--- src/rtl/bcrypt_axis8_out_arbiter_if.sv ---
// bcrypt_axis8_out_arbiter_if: NUM_SRC-lane AXIS8 source bundle plus the merged AXIS8 host stream.
// master is the arbiter's view; slave is the surrounding sources and sink.
interface bcrypt_axis8_out_arbiter_if #(
    parameter int NUM_SRC = 4,
    parameter int SRC_W   = $clog2(NUM_SRC)
);
    logic [NUM_SRC*8-1:0] s_tdata;
    logic [NUM_SRC-1:0]   s_tvalid;
    logic [NUM_SRC-1:0]   s_tready;
    logic [NUM_SRC-1:0]   s_tlast;
    logic [7:0]           m_tdata;
    logic                 m_tvalid;
    logic                 m_tready;
    logic                 m_tlast;
    logic [SRC_W-1:0]     m_tid;
    modport master (
        input  s_tdata, s_tvalid, s_tlast, m_tready,
        output s_tready, m_tdata, m_tvalid, m_tlast, m_tid
    );
    modport slave (
        output s_tdata, s_tvalid, s_tlast, m_tready,
        input  s_tready, m_tdata, m_tvalid, m_tlast, m_tid
    );
endinterface

--- src/rtl/bcrypt_axis8_out_arbiter.sv ---
// bcrypt_axis8_out_arbiter: packet-atomic round-robin merge of NUM_SRC AXIS8 sources onto one
// host stream, with source tagging and forced termination of over-long packets.
module bcrypt_axis8_out_arbiter #(
    parameter int NUM_SRC       = 4,
    parameter int MAX_PKT_BYTES = 1024,
    parameter int SRC_W         = $clog2(NUM_SRC)
) (
    input  logic        CLK,
    input  logic        RSTN,
    bcrypt_axis8_out_arbiter_if.master bus,
    input  logic        enable,
    output logic        busy,
    output logic        err_len,
    output logic [31:0] pkt_count
);
    localparam int CNT_W = $clog2(MAX_PKT_BYTES + 1);
    typedef enum logic [1:0] {IDLE, XFER, DRAIN} state_t;
    state_t state_q, state_d;
    logic [SRC_W-1:0] grant_q, grant_d, last_grant_q, pick;
    logic [CNT_W-1:0] cnt_q;
    logic [NUM_SRC-1:0] ready;
    logic acc, xfer_acc, s_last, at_max;
    // Descending scan so the nearest requester after last_grant is the final (winning) write
    always_comb begin
        pick = last_grant_q;
        for (int k = NUM_SRC; k >= 1; k--)
            if (bus.s_tvalid[(int'(last_grant_q) + k) % NUM_SRC])
                pick = SRC_W'((int'(last_grant_q) + k) % NUM_SRC);
    end
    always_comb begin
        state_d = state_q;
        grant_d = grant_q;
        ready = '0;
        ready[grant_q] = state_q == DRAIN || (state_q == XFER && (!bus.m_tvalid || bus.m_tready));
        acc = bus.s_tvalid[grant_q] && ready[grant_q];
        xfer_acc = acc && state_q == XFER;
        s_last = bus.s_tlast[grant_q];
        at_max = cnt_q == CNT_W'(MAX_PKT_BYTES - 1);
        if (state_q == IDLE && enable && |bus.s_tvalid) begin
            grant_d = pick;
            state_d = XFER;
        end
        if (xfer_acc)
            state_d = s_last ? IDLE : at_max ? DRAIN : XFER;
        if (state_q == DRAIN && acc && s_last)
            state_d = IDLE;
    end
    assign bus.s_tready = ready;
    assign busy = state_q != IDLE || bus.m_tvalid;
    always_ff @(posedge CLK or negedge RSTN) begin
        if (!RSTN) begin
            state_q <= IDLE;
            grant_q <= '0;
            last_grant_q <= SRC_W'(NUM_SRC - 1);
            cnt_q <= '0;
            bus.m_tdata <= '0;
            bus.m_tvalid <= 1'b0;
            bus.m_tlast <= 1'b0;
            bus.m_tid <= '0;
            err_len <= 1'b0;
            pkt_count <= '0;
        end else begin
            state_q <= state_d;
            grant_q <= grant_d;
            if (xfer_acc)
                cnt_q <= (s_last || at_max) ? '0 : cnt_q + 1'b1;
            if (state_q != IDLE && state_d == IDLE)
                last_grant_q <= grant_q;
            if (xfer_acc) begin
                bus.m_tdata <= bus.s_tdata[8*grant_q +: 8];
                bus.m_tlast <= s_last || at_max;
                bus.m_tid <= grant_q;
            end
            bus.m_tvalid <= xfer_acc || (bus.m_tvalid && !bus.m_tready);
            pkt_count <= pkt_count + 32'(xfer_acc && (s_last || at_max));
            err_len <= err_len || (xfer_acc && !s_last && at_max);
        end
    end
endmodule

--- src/flat_wrapper.sv ---
// flat-port wrapper written by rule: the top's interface ports become plain ports
module bcrypt_axis8_out_arbiter_flat 
#(
    parameter int NUM_SRC       = 4,
    parameter int MAX_PKT_BYTES = 1024,
    parameter int SRC_W         = $clog2(NUM_SRC)
)
  (CLK, RSTN, enable, busy, err_len, pkt_count, bus_s_tdata, bus_s_tvalid, bus_s_tlast, bus_m_tready, bus_s_tready, bus_m_tdata, bus_m_tvalid, bus_m_tlast, bus_m_tid);
  bcrypt_axis8_out_arbiter_if #(.NUM_SRC(NUM_SRC), .SRC_W(SRC_W)) bus_i ();
  input  logic CLK;
  input  logic RSTN;
  input  logic enable;
  output logic busy;
  output logic err_len;
  output logic [31:0] pkt_count;
  input wire logic [$bits(bus_i.s_tdata)-1:0] bus_s_tdata;
  input wire logic [$bits(bus_i.s_tvalid)-1:0] bus_s_tvalid;
  input wire logic [$bits(bus_i.s_tlast)-1:0] bus_s_tlast;
  input wire logic [$bits(bus_i.m_tready)-1:0] bus_m_tready;
  output wire logic [$bits(bus_i.s_tready)-1:0] bus_s_tready;
  output wire logic [$bits(bus_i.m_tdata)-1:0] bus_m_tdata;
  output wire logic [$bits(bus_i.m_tvalid)-1:0] bus_m_tvalid;
  output wire logic [$bits(bus_i.m_tlast)-1:0] bus_m_tlast;
  output wire logic [$bits(bus_i.m_tid)-1:0] bus_m_tid;
  assign bus_i.s_tdata = bus_s_tdata;
  assign bus_i.s_tvalid = bus_s_tvalid;
  assign bus_i.s_tlast = bus_s_tlast;
  assign bus_i.m_tready = bus_m_tready;
  assign bus_s_tready = bus_i.s_tready;
  assign bus_m_tdata = bus_i.m_tdata;
  assign bus_m_tvalid = bus_i.m_tvalid;
  assign bus_m_tlast = bus_i.m_tlast;
  assign bus_m_tid = bus_i.m_tid;
  bcrypt_axis8_out_arbiter #(.NUM_SRC(NUM_SRC), .MAX_PKT_BYTES(MAX_PKT_BYTES), .SRC_W(SRC_W)) u_core (.CLK(CLK), .RSTN(RSTN), .bus(bus_i), .enable(enable), .busy(busy), .err_len(err_len), .pkt_count(pkt_count));
endmodule
--- config.mk ---
export PLATFORM = sky130hd
export DESIGN_NAME = bcrypt_axis8_out_arbiter_flat
export DESIGN_NICKNAME = d
export VERILOG_FILES = /design/src/rtl/bcrypt_axis8_out_arbiter_if.sv /design/src/rtl/bcrypt_axis8_out_arbiter.sv /design/src/flat_wrapper.sv
export SDC_FILE = /design/constraint.sdc
export NUM_CORES = 1
export LEC_CHECK = 0
export ABC_AREA = 1
export CORE_MARGIN = 2
export CORE_UTILIZATION = 45
export CTS_CLUSTER_SIZE = 10
export DETAILED_ROUTE_END_ITERATION = 16
export PLACE_DENSITY = 0.83
export SYNTH_ARGS = -nofsm -noshare
export SYNTH_HDL_FRONTEND = slang
export SYNTH_SLANG_ARGS = --single-unit
--- constraint.sdc ---
create_clock -name CLK -period 3.4 [get_ports CLK]
set_clock_uncertainty 0.15 [all_clocks]
set_input_delay 1.02 -clock CLK [delete_from_list [all_inputs] [get_ports CLK]]
set_output_delay 1.02 -clock CLK [all_outputs]
set_load 0.1 [all_outputs]
# After elaboration in Yosys (flattened, before gate mapping)
# Index checks and enable logic that the tools add are counted.
# classes
n_addsub	6
n_lt_le_gt_ge	6
n_eq_ne	3
shifts	1
n_mux	30
bitwise	5
reduce_logical	30
# ops
cell	count
adder 32 x 1 -> 32 bit	1
variable part select 32 x 6 -> 8 bit	1
2-to-1 mux 2 bit	9
less-than comparator 3 x 4 -> 1 bit (second input constant)	4
binary-select mux 1 bit (select 2 bit)	7
logical AND 1 bit	13
2-to-1 mux 1 bit	12
adder 11 x 1 -> 11 bit (second input constant)	1
equality test 11 x 10 -> 1 bit (second input constant)	1
2-to-1 mux 11 bit	1
OR reduction 2 bit	4
logical OR 1 bit	6
adder 2 x 1 -> 2 bit (second input constant)	2
adder 2 bit (second input constant)	2
bitwise AND 1 bit (first input constant)	4
bitwise AND 4 bit	1
zero test 2 bit	2
OR reduction 4 bit	1
zero test 1 bit	3
less-than comparator 2 x 3 -> 1 bit (second input constant)	1
demux 1 bit (select 2 bit)	1
equality test 2 x 1 -> 1 bit (second input constant)	1
equality test 2 bit (second input constant)	1
greater-or-equal comparator 2 x 1 -> 1 bit (second input constant)	1
nonzero test 2 bit	1
# word_totals
ff_bits	62
inputBits	44
output_inout_bits	50
word_cells	91

# Logic depth before layout (Yosys ltp)
# Gate-level depths: netlist of run 1.
# depth
word_depth	13
depth_mapped	18
mapped_depth_nobuf	17

# Least setup slack after synthesis of run 1
# OpenSTA, ideal clock, no wires.
# synth_path
path_type	input port to output port
start	input bus_m_tready
end	output bus_s_tready[0]
t_arrival_ns	3.360
required_time_ns	2.230
path_slack_ns	-1.130
stages	4
path_buffers	0
path_cell_list	nor2_1 nor3_1 nor2_1 nor3_1
# synth_via
elab_chain_len	4
# synth_rtl
item	line	rtl
start: declaration	flat_wrapper.sv:19	input wire logic [$bits(bus_i.m_tready)-1:0] bus_m_tready;
logical OR 1 bit	bcrypt_axis8_out_arbiter.sv:34	ready[grant_q] = state_q == DRAIN || (state_q == XFER && (!bus.m_tvalid || bus.m_tready));
logical AND 1 bit	bcrypt_axis8_out_arbiter.sv:34	
logical OR 1 bit	bcrypt_axis8_out_arbiter.sv:34	
bitwise AND 4 bit (no line)	n/a	
end: declaration	flat_wrapper.sv:20	output wire logic [$bits(bus_i.s_tready)-1:0] bus_s_tready;
# Every way passes these cells.

# Worst setup path in the final report of run 1
# Ends and elaborated chain as after synthesis.

==> results of run 1 <==
layout make-up:
cell class / count / share of cell area [%]
timing repair buffer: 121 / 21.5
sequential: 62 / 31.2
tap: 102 / 2.56
clock buffer: 11 / 3.04
clock inverter: 5 / 2.11
multi-input combinational: 317 / 36.4
inverter: 41 / 3.14
placed cells by master, fill, tap and decap left out, types with 7 or more instances in the layout:
cell type	n
buf_4	73
a22oi_1	8
a41oi_2	7
nand3_1	39
dfrtp_1	60
clkdlybuf4s50_1	41
clkbuf_8	11
xor2_1	23
xnor2_1	10
nor2_1	47
nand4_1	10
o21ai_0	11
nand2_1	103
nor3_1	11
nor2_2	7
inv_1	39
synthesized netlist by cell type:
master and instances:
nand2_1 103, dfrtp_1 60, nor2_1 48, inv_1 39
nand3_1 39, xor2_1 23, nor3_1 16, o21ai_0 11
nand4_1 10, xnor2_1 10, a22oi_1 8, a41oi_2 7
nor2_2 6, nand2_2 5, buf_2 4, buf_6 4
ha_1 4, nand3_2 4, nor4_1 4, a21oi_1 2
clkbuf_1 2, dfstp_2 2, nand2_4 2, nand3b_1 2
nor2_8 2, o211ai_1 2, o21ai_1 2, o31ai_1 2
a21boi_0 1, a41oi_1 1, inv_2 1, inv_4 1
nor2_4 1, nor3_4 1, o21bai_1 1
flip-flops by register name (all words and copies together), names as in the netlist:
name	flops
u_core.bus.m_tid	2
u_core.grant_q	2
u_core.bus.m_tvalid	1
u_core.err_len	1
u_core.state_q	2
u_core.pkt_count	32
u_core.bus.m_tlast	1
u_core.cnt_q	11
u_core.last_grant_q	2
u_core.bus.m_tdata	8
stage by stage:
stage	setup WS (ps)	utilization, %	hold WS, ps
finish	88.8	64.8	334
detailed placement	-136	61.3	328
CTS	114	64.8	337
floorplan	-305	-	314
global placement	-81.6	61.3	312
global route	0.687	64.8	371
worst max-delay path, cell delays in order:
cell           delay [ps]
dlygate4sd2_1         240
nor2_1                 70
nor3_2                230
nor2_2                110
nor3_2                250
buf_12                210
repair_timing:
action	4_1_cts	5_1_grt
endpoints found under the setup margin	4	0
gates resized for setup	3	0
setup buffers	1	0
power groups by stage:
stage	clock [mW]	combinational (mW)	sequential, mW
floorplan	0	0.0166	0.752
global placement	0	0.0930	0.751
detailed placement	0	0.0956	0.751
CTS	0.838	0.0957	0.737
global route	0.876	0.104	0.737
finish	0.823	0.0949	0.737
cell families (layout without fill, tap and decap cells):
kind of cell,Yosys count,after routing,synth area share [%]
compound gates,37,37,8.49
flops,62,62,43.5
fa+ha+maj,4,4,1.40
simple gates,243,243,32.0
buf+inv,51,178,6.42
xor+xnor,33,33,8.10
routing by layer:
metal	vias to the layer above	routed length (um)	track usage, %
met3	16	580	5.48
met2	118	4680	38.0
met4	0	155	7.97
met1	1591	4240	30.7
met5	-	0	0
li1	1659	-	-
path summary, 6_finish.rpt:
check,end,start,slack (ps),depth (start not counted)
max,bus_s_tready[0],bus_m_tready,90,6
min,u_core.pkt_count[31]$_DFF_PN0_,u_core.pkt_count[31]$_DFF_PN0_,330,1
max reg2reg,u_core.pkt_count[26]$_DFF_PN0_,u_core.grant_q[0]$_DFFE_PN0P_,370,16
min reg2reg,u_core.pkt_count[31]$_DFF_PN0_,u_core.pkt_count[31]$_DFF_PN0_,330,1
max in group asynchronous,u_core.last_grant_q[0]$_DFFE_PN1P_,RSTN,1850,2
min in group asynchronous,u_core.bus.m_tid[0]$_DFFE_PN0P_,RSTN,560,1
==> results.yml, run 1 <==
synthesis:
  synth-seq-cells: 62
  syn_area_per_cell_um2: 8.30
  synth.top_cell.area_share_pct: 42.1
  syn_nets: 478
  synth_warnings: 0
  ys_seq_area_share_pct: 43.5
  yosys.area.top_type: "dfrtp_1"
  synth_cells: 430
  synth_area_um2: 3570
  synth_cell_types: 35
  synth_area_leaders: "dfrtp_1, nand2_1, xor2_1"
routing:
  final_antenna_net_count: 0
  vias: 3384
  viasPerCell: 5.14
  dr.pass1.iters: 5
  drc: 0
  routed_wl_mm: 9.65
  wl_per_cell_um: 14.6
  drt-initial-drc-count: 195
finish:
  drive_gt1_share_pct: 23.9
  fill_cells: 628
  fin_area_um2: 4980
  seq_area_um2: 1550
  final-instance-count-excl-fill: 659
  num_antenna_cells: 0
  syn_to_final_growth_pct: 39.6
  nNetsFinal: 600
  multi_input_area_um2: 1810
floorplan:
  dieArea_um2: 8660
  die_h_um: 93.1
  coreArea_um2: 7690
  ios: 94
  start_util_pct: 46.4
  fp.dieW_um: 93.1
  row_count: 32
run:
  cap_violations: 0
min_path:
  hp-class: "register to register"
clock_tree:
  cts_root_buf: "clkbuf_8"
  cts.sinks: 62
  cts_buffers: 9
  cts_hold_buf: 0
  cts.path.max_buffers: 2
  cts_tree: "built"
  clock_latency_ps: 340
  htree_levels: 3
  clk_pin_slew_ps: 70
power_and_ir_drop:
  clock_power_share_pct: 49.7
  p_comb_share_pct: 5.7
  ir_worst_vdd_mv: 0.258
  p_sw_uw: 335
  p_leak_nw: 2.46
  internal_power_mw: 1.32
  power.share.switching_pct: 20.3
  p_seq_share_pct: 44.6
  powerDensity_nw_per_um2: 332
  finalPower_mw: 1.66
worst_setup_path:
  end_kind: "output port"
  required_ps: 2230
  worstPathMaxFanout: 4
  crit_type: "input pin to output port"
  worst_ep_arrival_time_ps: 2140
  worst_setup_path_start_kind: "input pin"
timing:
  rsz0062_at_grt: "false"
  timing.slew.headroom_pct: 43.3
  min_period_over_period_pct: 97.4
  final-max-slew-violation-count: 0
  worst_slew_pin_slew_ps: 850
  final-hold-violation-count: 0
  tns_ps: 0
  setup_viol: 0
  fmax_mhz: 302
  fin_crit_ps: 3310
place:
  portBuffers: 93
  dp_hpwl_mm: 7.25
  placedCellCount: 642
  place_area_um2: 4710
  globalplace.congestion: 0.877
status:
  status: "complete, no violations"
grt:
  grt_max_degree: 35
  grt_pass1_vias: 3367
  grt_first_pass_wirelength_mm: 16.0
  grt.total_usage_pct: 23.3
  antenna_found_initial: 0
  grt_overflow: 0
Power figures use the tool's default switching activity.
==> run 2: changes to the inputs <==
SETUP_SLACK_MARGIN = 0.02   (was default)
==> run 2 against run 1 <==
Net effect: sequential share of layout area hardly changed; fmax is 1.4% higher; largest cell class unchanged; clock power hardly changed; count of clock-buffer cells in the layout stayed put; final cell count stayed put; sequential power hardly changed; highest routed layer unchanged; die area stayed put; first-iteration DRC count is 1.5% lower; critical endpoint unchanged; register-to-register slack better by 150 ps.
==> results.yml, run 2 (same netlist as run 1, synthesis figures left out) <==
finish:
  fill_cells: 627
  syn_to_final_growth_pct: 39.6
  final_common_cell: "nand2_1"
  largest_reg_flops: 32
  num_antenna_cells: 0
  top_register: "u_core.pkt_count"
  seq_area_um2: 1560
  final_cell_mix: "nand2_1, buf_4, dfrtp_1"
  fin_util_pct: 64.8
  multi_input_area_um2: 1810
  final-instance-count-excl-fill: 659
  nNetsFinal: 600
  reg_top3: "u_core.pkt_count (32), u_core.cnt_q (11), u_core.bus.m_tdata (8)"
  drive_gt1_share_pct: 24.1
worst_setup_path:
  worst_setup_path_start_kind: "input pin"
  reg2reg_slack_ps: 520
  critPathMaxStageDelay_ps: 240
  cp_slowest_cell: "dlygate4sd2_1"
  worstPathMaxFanout: 4
  required_ps: 2230
  cpMostUsedCell: "nor3_2"
  crit_buf_inv: 2
  rr_startpoint: "u_core.grant_q[1]$_DFFE_PN0P_"
  r2r_end: "u_core.pkt_count[26]$_DFF_PN0_"
  end_kind: "output port"
  r2r_cells: 16
  worst_ep_arrival_time_ps: 2090
  cp_top_family: "simple AND/OR/NAND/NOR gates"
  crit_chain: "dlygate4sd2_1 -> nor2_1 -> nor3_2 -> nor2_2 -> nor3_2 -> buf_12"
  crit_type: "input pin to output port"
grt:
  grt_overflow: 0
  antenna_found_initial: 0
  grt_max_degree: 35
  grt-busiest-layer: "met2"
  grt.total_usage_pct: 23.3
  grt_use_met1_pct: 30.7
  grt_first_pass_wirelength_mm: 16.0
  grt_pass1_vias: 3367
  grtUsageMet2_pct: 38.0
  gr-usage-met3_pct: 5.48
timing:
  worst_slack_ps: 135
  tns_ps: 0
  timing.slew.headroom_pct: 54.3
  worst_slew_pin_slew_ps: 683
  final-max-slew-violation-count: 0
  min_period_over_period_pct: 96.0
  rsz0062_at_grt: "false"
  final-hold-violation-count: 0
  fin_crit_ps: 3260
  setup_viol: 0
  fmax_mhz: 306
place:
  dp_hpwl_mm: 7.25
  globalplace.congestion: 0.877
  place_ws_ps: -136
  placedCellCount: 642
  portBuffers: 93
routing:
  final_antenna_net_count: 0
  vias: 3407
  drt-initial-drc-count: 192
  dr.pass1.iters: 5
  drc: 0
  routed_wl_mm: 9.66
  wl_per_cell_um: 14.7
  viasPerCell: 5.17
min_path:
  worstHoldStart: "u_core.pkt_count[31]$_DFF_PN0_"
  hold_depth: 1
  holdPathEnd: "u_core.pkt_count[31]$_DFF_PN0_"
  hp-class: "register to register"
clock_tree:
  cts_buffers: 9
  cts.path.max_buffers: 2
  htree_levels: 3
  cts_root_buf: "clkbuf_8"
  clk_pin_slew_ps: 70
  cts.sinks: 62
  cts_tree: "built"
  clock_latency_ps: 340
floorplan:
  dieArea_um2: 8660
  start_util_pct: 46.4
  fp.dieW_um: 93.1
  row_count: 32
  die_h_um: 93.1
  ios: 94
  coreArea_um2: 7690
power_and_ir_drop:
  p_leak_nw: 2.46
  powerDensity_nw_per_um2: 332
  ir_worst_vdd_mv: 0.258
  finalPower_mw: 1.66
run:
  cap_violations: 0
status:
  status: "complete, no violations"
-- run 2: cell types whose count changed in the layout (fill, tap and decap cells not counted) --
cell / before / now
dfrtp_1: 60 / 59
dfrtp_2: 0 / 1
-- run 2: worst reg2reg max path, stage by stage, from the launching register on --
cell and delay (ps):
dfrtp_1 600, inv_2 250, nand3_1 90, nand2_1 120, nor2_2 60, nand2_2 90, nand2_4 60, inv_1 70
ha_1 180, ha_1 190, nand3_2 120, nor2_1 230, nand2_1 130, nor2_1 100, nand4_1 80, nor2_1 130
xor2_1 150
-- run 2: layout make-up --
class | count | share of cell area, %
multi-input cells | 317 | 36.4
flip-flops and latches | 62 | 31.2
repair buffers | 121 | 21.5
inverters | 41 | 3.14
clock buffers | 11 | 3.04
well taps | 102 | 2.56
clock inverters | 5 | 2.11
-- run 2: per-layer routing --
metal  vias up  share of wire (%)
li1       1659                  -
met1      1596                 43
met2       135                 48
met3        17                6.6
met4         0                1.8
met5         -                  0
-- run 2: power breakdown --
group	internal (mW)	switching [mW]
clock network	0.527	0.296
registers	0.737	0.0000000000000000146
logic	0.0555	0.0393
total	1.32	0.336
-- run 2: stage by stage --
step                hold slack, ps  area (um^2)
floorplan                      314         3590
global placement               312         4710
detailed placement             328         4710
CTS                            337         4980
global route                   371         4980
finish                         334         4980
-- run 2: worst max-delay path by stage --
| stage | start | to | cells past startpoint |
|---|---|---|---|
| finish | bus_m_tready | bus_s_tready[0] | 6 |
| global route | bus_s_tvalid[2] | u_core.pkt_count[26]$_DFF_PN0_ | 16 |
| CTS | bus_m_tready | bus_s_tready[0] | 6 |
| detailed placement | bus_m_tready | u_core.pkt_count[26]$_DFF_PN0_ | 14 |
| global placement | bus_m_tready | bus_s_tready[0] | 6 |
| floorplan | bus_m_tready | bus_s_tready[0] | 4 |
-- run 2: repair_timing --
action | in CTS | in global routing
pin swaps | 3 | 1
endpoints found under the setup margin | 4 | 2
setup buffers | 1 | 0
resized for setup | 3 | 1
hold buffers | 0 | 0
